## config.mk

```make
export PLATFORM = sky130hd
export DESIGN_NAME = mem_access_unit
export DESIGN_NICKNAME = d
export VERILOG_FILES = /design/src/rtl/mem_access_unit_pkg.sv /design/src/rtl/mem_timeout_ctr.sv /design/src/rtl/mem_access_unit.sv
export SDC_FILE = /design/constraint.sdc
export NUM_CORES = 1
export LEC_CHECK = 0
export CAP_MARGIN = 20
export CORE_MARGIN = 1.5
export CORE_UTILIZATION = 25
export CTS_BUF_LIST = sky130_fd_sc_hd__clkbuf_4
export DETAILED_ROUTE_END_ITERATION = 10
export PLACE_DENSITY = 0.59
export SYNTH_ARGS = -nofsm -noshare
export SYNTH_HDL_FRONTEND = slang
export SYNTH_SLANG_ARGS = --single-unit
```

## constraint.sdc

```tcl
create_clock -name clk -period 4.5 [get_ports clk]
set_input_delay 0.9 -clock clk [delete_from_list [all_inputs] [get_ports clk]]
set_output_delay 0.9 -clock clk [all_outputs]
set_load 0.05 [all_outputs]
```

## src/rtl/mem_access_unit_pkg.sv

```systemverilog
// ============================================================================
// mem_access_unit_pkg
// Shared state encoding, instruction field positions and width default.
// Revision: 1.0
// ============================================================================
`default_nettype none

package mem_access_unit_pkg;

    localparam int DEFAULT_DATA_W = 32;

    localparam int OPCODE_MSB = 31;
    localparam int OPCODE_LSB = 26;
    localparam int FUNCT_MSB  = 5;
    localparam int FUNCT_LSB  = 0;

    typedef enum logic [1:0] {
        IDLE = 2'b00,
        WAIT = 2'b01,
        DONE = 2'b10
    } state_t;

endpackage

`default_nettype wire

```

## src/rtl/mem_timeout_ctr.sv

```systemverilog
// ============================================================================
// mem_timeout_ctr
// Wait-cycle counter with clear/enable; tc flags the final allowed cycle.
// Revision: 1.0
// ============================================================================
`default_nettype none

module mem_timeout_ctr #(
    parameter int TIMEOUT = 64
) (
    input  logic clk,
    input  logic reset,
    input  logic clr,
    input  logic en,
    output logic tc
);

    localparam int CNT_W = (TIMEOUT > 1) ? $clog2(TIMEOUT) : 1;
    localparam logic [CNT_W-1:0] LAST = CNT_W'(TIMEOUT - 1);

    logic [CNT_W-1:0] count;

    always_ff @(posedge clk or posedge reset) begin
        if (reset) begin
            count <= '0;
        end else if (clr) begin
            count <= '0;
        end else if (en) begin
            count <= count + 1'b1;
        end
    end

    assign tc = en && (count == LAST);

endmodule

`default_nettype wire

```

## src/rtl/mem_access_unit.sv

```systemverilog
// ============================================================================
// mem_access_unit
// Req/ack bridge from the multi-cycle controller to a variable-latency memory.
// Revision: 1.0
// ============================================================================
`default_nettype none

module mem_access_unit
    import mem_access_unit_pkg::*;
#(
    parameter int DATA_W  = DEFAULT_DATA_W,
    parameter int TIMEOUT = 64
) (
    input  logic              clk,
    input  logic              reset,
    input  logic              MemRead,
    input  logic              MemWrite,
    input  logic              IorD,
    input  logic              IRWrite,
    input  logic [DATA_W-1:0] PC,
    input  logic [DATA_W-1:0] ALUOut,
    input  logic [DATA_W-1:0] WriteData,
    input  logic [DATA_W-1:0] mem_rdata,
    input  logic              mem_ack,
    output logic              mem_req,
    output logic              mem_we,
    output logic [DATA_W-1:0] mem_addr,
    output logic [DATA_W-1:0] mem_wdata,
    output logic [DATA_W-1:0] Instruction,
    output logic [5:0]        OpCode,
    output logic [5:0]        Funct,
    output logic [DATA_W-1:0] MemData,
    output logic              Stall,
    output logic              AddrErr,
    output logic              BusErr
);

    state_t            state;
    state_t            next_state;
    logic [DATA_W-1:0] sel_addr;
    logic              req_valid;
    logic              req_bad;
    logic              ir_sel;
    logic              tc;
    logic [DATA_W-1:0] ir;
    logic [DATA_W-1:0] mdr;

    assign sel_addr  = IorD ? ALUOut : PC;
    assign req_valid = (MemRead ^ MemWrite) && (sel_addr[1:0] == 2'b00);
    assign req_bad   = (MemRead || MemWrite) && !req_valid;

    mem_timeout_ctr #(
        .TIMEOUT (TIMEOUT)
    ) u_timeout_ctr (
        .clk   (clk),
        .reset (reset),
        .clr   (state != WAIT),
        .en    (state == WAIT),
        .tc    (tc)
    );

    always_ff @(posedge clk or posedge reset) begin
        if (reset) begin
            state <= IDLE;
        end else begin
            state <= next_state;
        end
    end

    // DONE never stalls and never accepts a request, so the controller
    // advances exactly once per completed access.
    always_comb begin
        next_state = state;
        Stall      = 1'b0;
        case (state)
            IDLE: begin
                if (req_valid) begin
                    Stall      = 1'b1;
                    next_state = WAIT;
                end
            end
            WAIT: begin
                Stall = 1'b1;
                if (mem_ack || tc) begin
                    next_state = DONE;
                end
            end
            DONE:    next_state = IDLE;
            default: next_state = IDLE;
        endcase
    end

    always_ff @(posedge clk or posedge reset) begin
        if (reset) begin
            mem_req   <= 1'b0;
            mem_we    <= 1'b0;
            mem_addr  <= '0;
            mem_wdata <= '0;
            ir_sel    <= 1'b0;
            ir        <= '0;
            mdr       <= '0;
            AddrErr   <= 1'b0;
            BusErr    <= 1'b0;
        end else begin
            case (state)
                IDLE: begin
                    if (req_valid) begin
                        mem_addr  <= sel_addr;
                        mem_we    <= MemWrite;
                        mem_wdata <= WriteData;
                        ir_sel    <= IRWrite;
                        mem_req   <= 1'b1;
                    end else if (req_bad) begin
                        AddrErr <= 1'b1;
                    end
                end
                WAIT: begin
                    // A late ack on the terminal cycle still completes normally.
                    if (mem_ack) begin
                        if (!mem_we) begin
                            if (ir_sel) begin
                                ir <= mem_rdata;
                            end else begin
                                mdr <= mem_rdata;
                            end
                        end
                        mem_req <= 1'b0;
                        mem_we  <= 1'b0;
                    end else if (tc) begin
                        BusErr  <= 1'b1;
                        mem_req <= 1'b0;
                        mem_we  <= 1'b0;
                    end
                end
                default: ;
            endcase
        end
    end

    assign Instruction = ir;
    assign MemData     = mdr;
    assign OpCode      = ir[OPCODE_MSB:OPCODE_LSB];
    assign Funct       = ir[FUNCT_MSB:FUNCT_LSB];

endmodule

`default_nettype wire

```

; ---- Yosys cells after proc, flatten, opt, wreduce, memory -nomap -nowiden
; Cells that the tools add are included.
[word_totals]
ff_bits = 141
latchBits = 0
mem_bits_rw = 0
romBits = 0
input_bits = 135
out_inout_bits = 145
elab_cells = 54
memories = 0
[classes]
add_sub_neg = 1
mul = 0
div_mod_pow = 0
magnitude_cmp = 0
eq_ne = 6
n_shift = 0
muxes = 14
bitwise_logic = 5
reduce_logical = 17
[op_table]
columns = cell, count
row1 = $mux W32, 1
row2 = $mux W6, 2
row3 = $reduce_and A3 Y1, 3
row4 = $reduce_and A4 Y1, 2
row5 = $add A6 B1 Y6 const B, 1
row6 = $eq A6 B6 Y1 const B, 1
row7 = $pmux W1 S2, 3
row8 = $mux W1, 5
row9 = $logic_not A2 Y1, 2
row10 = $mux W2, 2
row11 = $ne A2 B2 Y1 const B, 2
row12 = $not A1 Y1, 4
row13 = $pmux W2 S2, 1
row14 = $reduce_and A2 Y1, 2
row15 = $reduce_bool A2 Y1, 2
row16 = $logic_and A1 B1 Y1, 3
row17 = $ne A3 B3 Y1 const B, 1
row18 = $eq A2 B1 Y1 const B, 1
row19 = $logic_or A1 B1 Y1, 2
row20 = $ne A2 B1 Y1 const B, 1
row21 = $logic_not A1 Y1, 1
row22 = $xor A1 B1 Y1, 1

; ---- Logic depth before layout (Yosys ltp)
[depth]
depth_word = 6
mapped_depth = 7
ltp_nobuf = 5

; ---- Hierarchy
; Synthesis repeated with hierarchy kept, for this count alone.
[hier_totals]
hier_cells = 385
hier_area_um2 = 5992.0
[by_module_without_submodules]
columns = module, instances, cells_per_inst, area_per_inst_um2, seq_area_each_um2
row1 = mem_access_unit, 1, 356, 5706.7, 3378.2
row2 = mem_timeout_ctr, 1, 29, 285.3, 150.1

; ---- Least setup slack after synthesis
; OpenSTA, ideal clock, no wires.
[synth_path]
path_kind = in2out
startpoint = input IorD
endpoint = output Stall
t_arrival_ns = 2.175
t_required_ns = 3.600
path_slack_ns = 1.425
cell_stages = 5
n_path_buf = 1
path_cell_list = buf_2 nor3b_1 o21a_1 nor2_1 nor2_1
[synth_via]
elab_chain_cells = 5
[synth_rtl]
columns = element, line
row1 = from (decl), mem_access_unit.sv:18  ; input logic IorD,
row2 = $mux W32, mem_access_unit.sv:48  ; assign sel_addr = IorD ? ALUOut : PC;
row3 = $logic_not A2 Y1, mem_access_unit.sv:49  ; assign req_valid = (MemRead ^ MemWrite) && (sel_addr[1:0] == 2'b00);
row4 = $logic_and A1 B1 Y1, mem_access_unit.sv:49
row5 = $mux W1, mem_access_unit.sv:77  ; if (req_valid) begin
row6 = $pmux W1 S2, mem_access_unit.sv:75  ; case (state)
row7 = to (decl), mem_access_unit.sv:33  ; output logic Stall,
; Every way passes these cells.

; ---- Final worst setup path
; Ends and elaborated chain as after synthesis.

==> metrics <==
worst hold slack 0.4769 ns; largest net degree at the start of global routing 73; Power Density about 730 nW/um^2; simple-gate portion of the synthesized area 0.04454; largest family of logic cells by synthesized area multiplexers; design area 8967 sq um; first-pass detailed-route iteration total 4; PostCTS Resize Cnt 0; Net Count, Synth 550; xor/xnor share of the synthesized area 0.004607; Final period util 0.7462; count of state elements after synthesis 141; Port Buf Inserts 279; placed insts roughly 950; number of synthesized flops with an enable pin 0; minimum clock period between 3 and 4 ns; Detail Route Antenna Nets 0; async set-or-reset flop fraction in the synthesized netlist 1.000; CTS buffer count 17; die height about 150 microns; Die ar. about 24000 sq um; max_cap viols 0; Setup crit start kind input port; warnings from Yosys 0; IO Count between 200 and 300; dpl cell area 8691 sq um; worst clock skew 0.02430 ns; Worst VDD drop roughly 0.00028 V; CTS Sinks about 140; crit path kind input port to output pin; HPWL after detailed placement between 10 and 15 mm; die width around 150 microns; post-synthesis mux area share 0.2442; CP max FO 17; Clock Path Buffers 2; Worst-Margin Slew between 1 and 1.5 ns; Core Footprint 22500 sq um; ANT cells 0; gr usage total 0.1391; Vias ~4200; ys flop type dfrtp_1; Hold Crit Class register to register; crit path DAT about 2.5 ns; leakage power a little under 4 nW; Rel. slew slack 0.3046; wire per inst ~16 microns; Initial Util 0.2534; Req. time, crit path around 3.6 ns; std cell rows 55; share of cells above drive strength 1 0.1960; P&R area growth vs syn 57.24%; clock-pin slew on the worst setup and hold paths 0.12 ns; final hold viol count 0; routability cong. roughly 0.73; vias in the first global route 4620; initial antenna violation count 0; Routed WL 15.97 mm; Final Power between 6 and 7 mW; clk_lat worst skew between 0.5 and 0.6 ns; first-pass GRT wire length between 20 and 30 mm; CTS tree built; status finished clean; CTS H-tree depth 4; residual DRC count 0; synth unique cells 31; syn avg cell area roughly 14 sq um; Place WS between 1 and 1.5 ns; Mapped Area between 5000 and 6000 sq um; Final Instance Count excl. Fillers 979; Crit. End Element output pin; Slew Limit Fails 0; Hold-fix buffers, CTS 0; highest clock rate approximately 300 MHz; vias per inst approximately 4.3; final core utilization 0.3985; post-synthesis sequential area ratio 0.6187; post-route setup TNS 0 ns; grt total ovfl 0; root buf cell clkbuf_4; final worst slack between 1 and 1.5 ns; Setup Viol. Count Final 0; # nets final just over 800; cells after synthesis between 400 and 500; post-synthesis compound-gate area fraction 0.03971; drt initial violations between 80 and 90; post-CTS setup buffer count 0; unrepaired setup endpoints after global routing no; area share of fa/ha/maj cells after synthesis 0.004388
-- worst max-delay path, cell delays in order --
cell and delay (ns):
buf_2 0.41, nor3b_1 0.47, o21a_1 0.26, nor2_1 0.08, nor2_1 0.11, buf_4 0.22
-- registers in the layout, summed over array words and instances, names as in the netlist --
register             cells
AddrErr                  1
BusErr                   1
Instruction             32
MemData                 32
ir_sel                   1
mem_addr                32
mem_req                  1
mem_wdata               32
mem_we                   1
state                    2
u_timeout_ctr.count      6
-- final cells by class --
| type | count | area (sq um) |
|---|---|---|
| Clock buffer | 18 | 135.1 |
| Clock inverter | 13 | 141.4 |
| Fill cell | 2156 | 13540 |
| Inverter | 7 | 30.03 |
| Multi-Input combinational cell | 231 | 1941 |
| Sequential cell | 141 | 3528 |
| Tap cell | 285 | 356.6 |
| Timing Repair Buffer | 284 | 2835 |
-- worst paths after layout --
kind                                               endpoint                        startpoint  cells after the start  slack (ns)
setup / recovery                                      Stall                              IorD                      6        1.14
hold / removal             u_timeout_ctr.count[0]$_DFF_PP0_  u_timeout_ctr.count[0]$_DFF_PP0_                      1        0.48
setup reg to reg                    MemData[18]$_DFFE_PP0P_              state[1]$_DFFE_PP0P_                      4        2.00
hold reg to reg            u_timeout_ctr.count[0]$_DFF_PP0_  u_timeout_ctr.count[0]$_DFF_PP0_                      1        0.48
max in group asynchronous                BusErr$_DFFE_PP0P_                             reset                      3        2.82
min in group asynchronous         mem_wdata[26]$_DFFE_PP0P_                             reset                      3        1.02
-- cells by family (layout without fill, tap and decap cells) --
kind of cell | after synthesis | after routing
and+or+nand+nor | 58 | 58
buffers and inverters | 41 | 322
AOI/OAI and AO/OA | 41 | 41
adders and majority gates | 2 | 2
DFF | 141 | 141
muxes | 127 | 127
xor gates and xnor gates | 3 | 3
-- cells in the mapped netlist, types with 3 or more instances --
cell type  instances  area share
dfrtp_1          141        0.62
buf_2              8      0.0070
nor2_1            11      0.0072
inv_1              7      0.0046
nand3_1            4      0.0035
mux2i_1           30       0.053
clkbuf_1           6      0.0039
buf_6              3      0.0059
nand2_1           33       0.022
o21ai_0           33       0.029
mux2_2            95        0.19
buf_4             17       0.022
-- report_power, final --
group          switching (mW)  internal [mW]  leakage, nW
combinational            2.38           1.30         1.95
clock                   0.487          0.337        0.147
sequential              0.272           1.74         1.74
total                    3.13           3.37         3.84
-- layout by cell type (no fill, tap or decap), types with 2 or more instances in the layout --
cell	synthesis	routed
xor2_1	2	2
clkinv_4	0	3
o21ai_0	33	33
mux2_2	95	95
bufinv_16	0	2
or3_1	2	2
inv_1	7	6
and2_1	2	2
mux2i_1	30	30
nand3_1	4	4
nor2_1	11	11
clkdlybuf4s50_1	0	277
buf_4	17	5
ha_1	2	2
a21oi_1	2	2
nand2_1	33	33
inv_6	0	3
dfrtp_1	141	141
mux2_1	2	2
clkinv_2	0	2
clkbuf_4	0	18
clkinvlp_4	0	3
-- per-layer routing --
metal  vias up  track usage  part of all wire
li1       1959            -                 -
met1      2007       0.1628              0.41
met2       210       0.2308              0.48
met3        14      0.05834             0.099
met4         0      0.04438             0.017
met5         -            0                 0
Power figures use the tool's default switching activity.
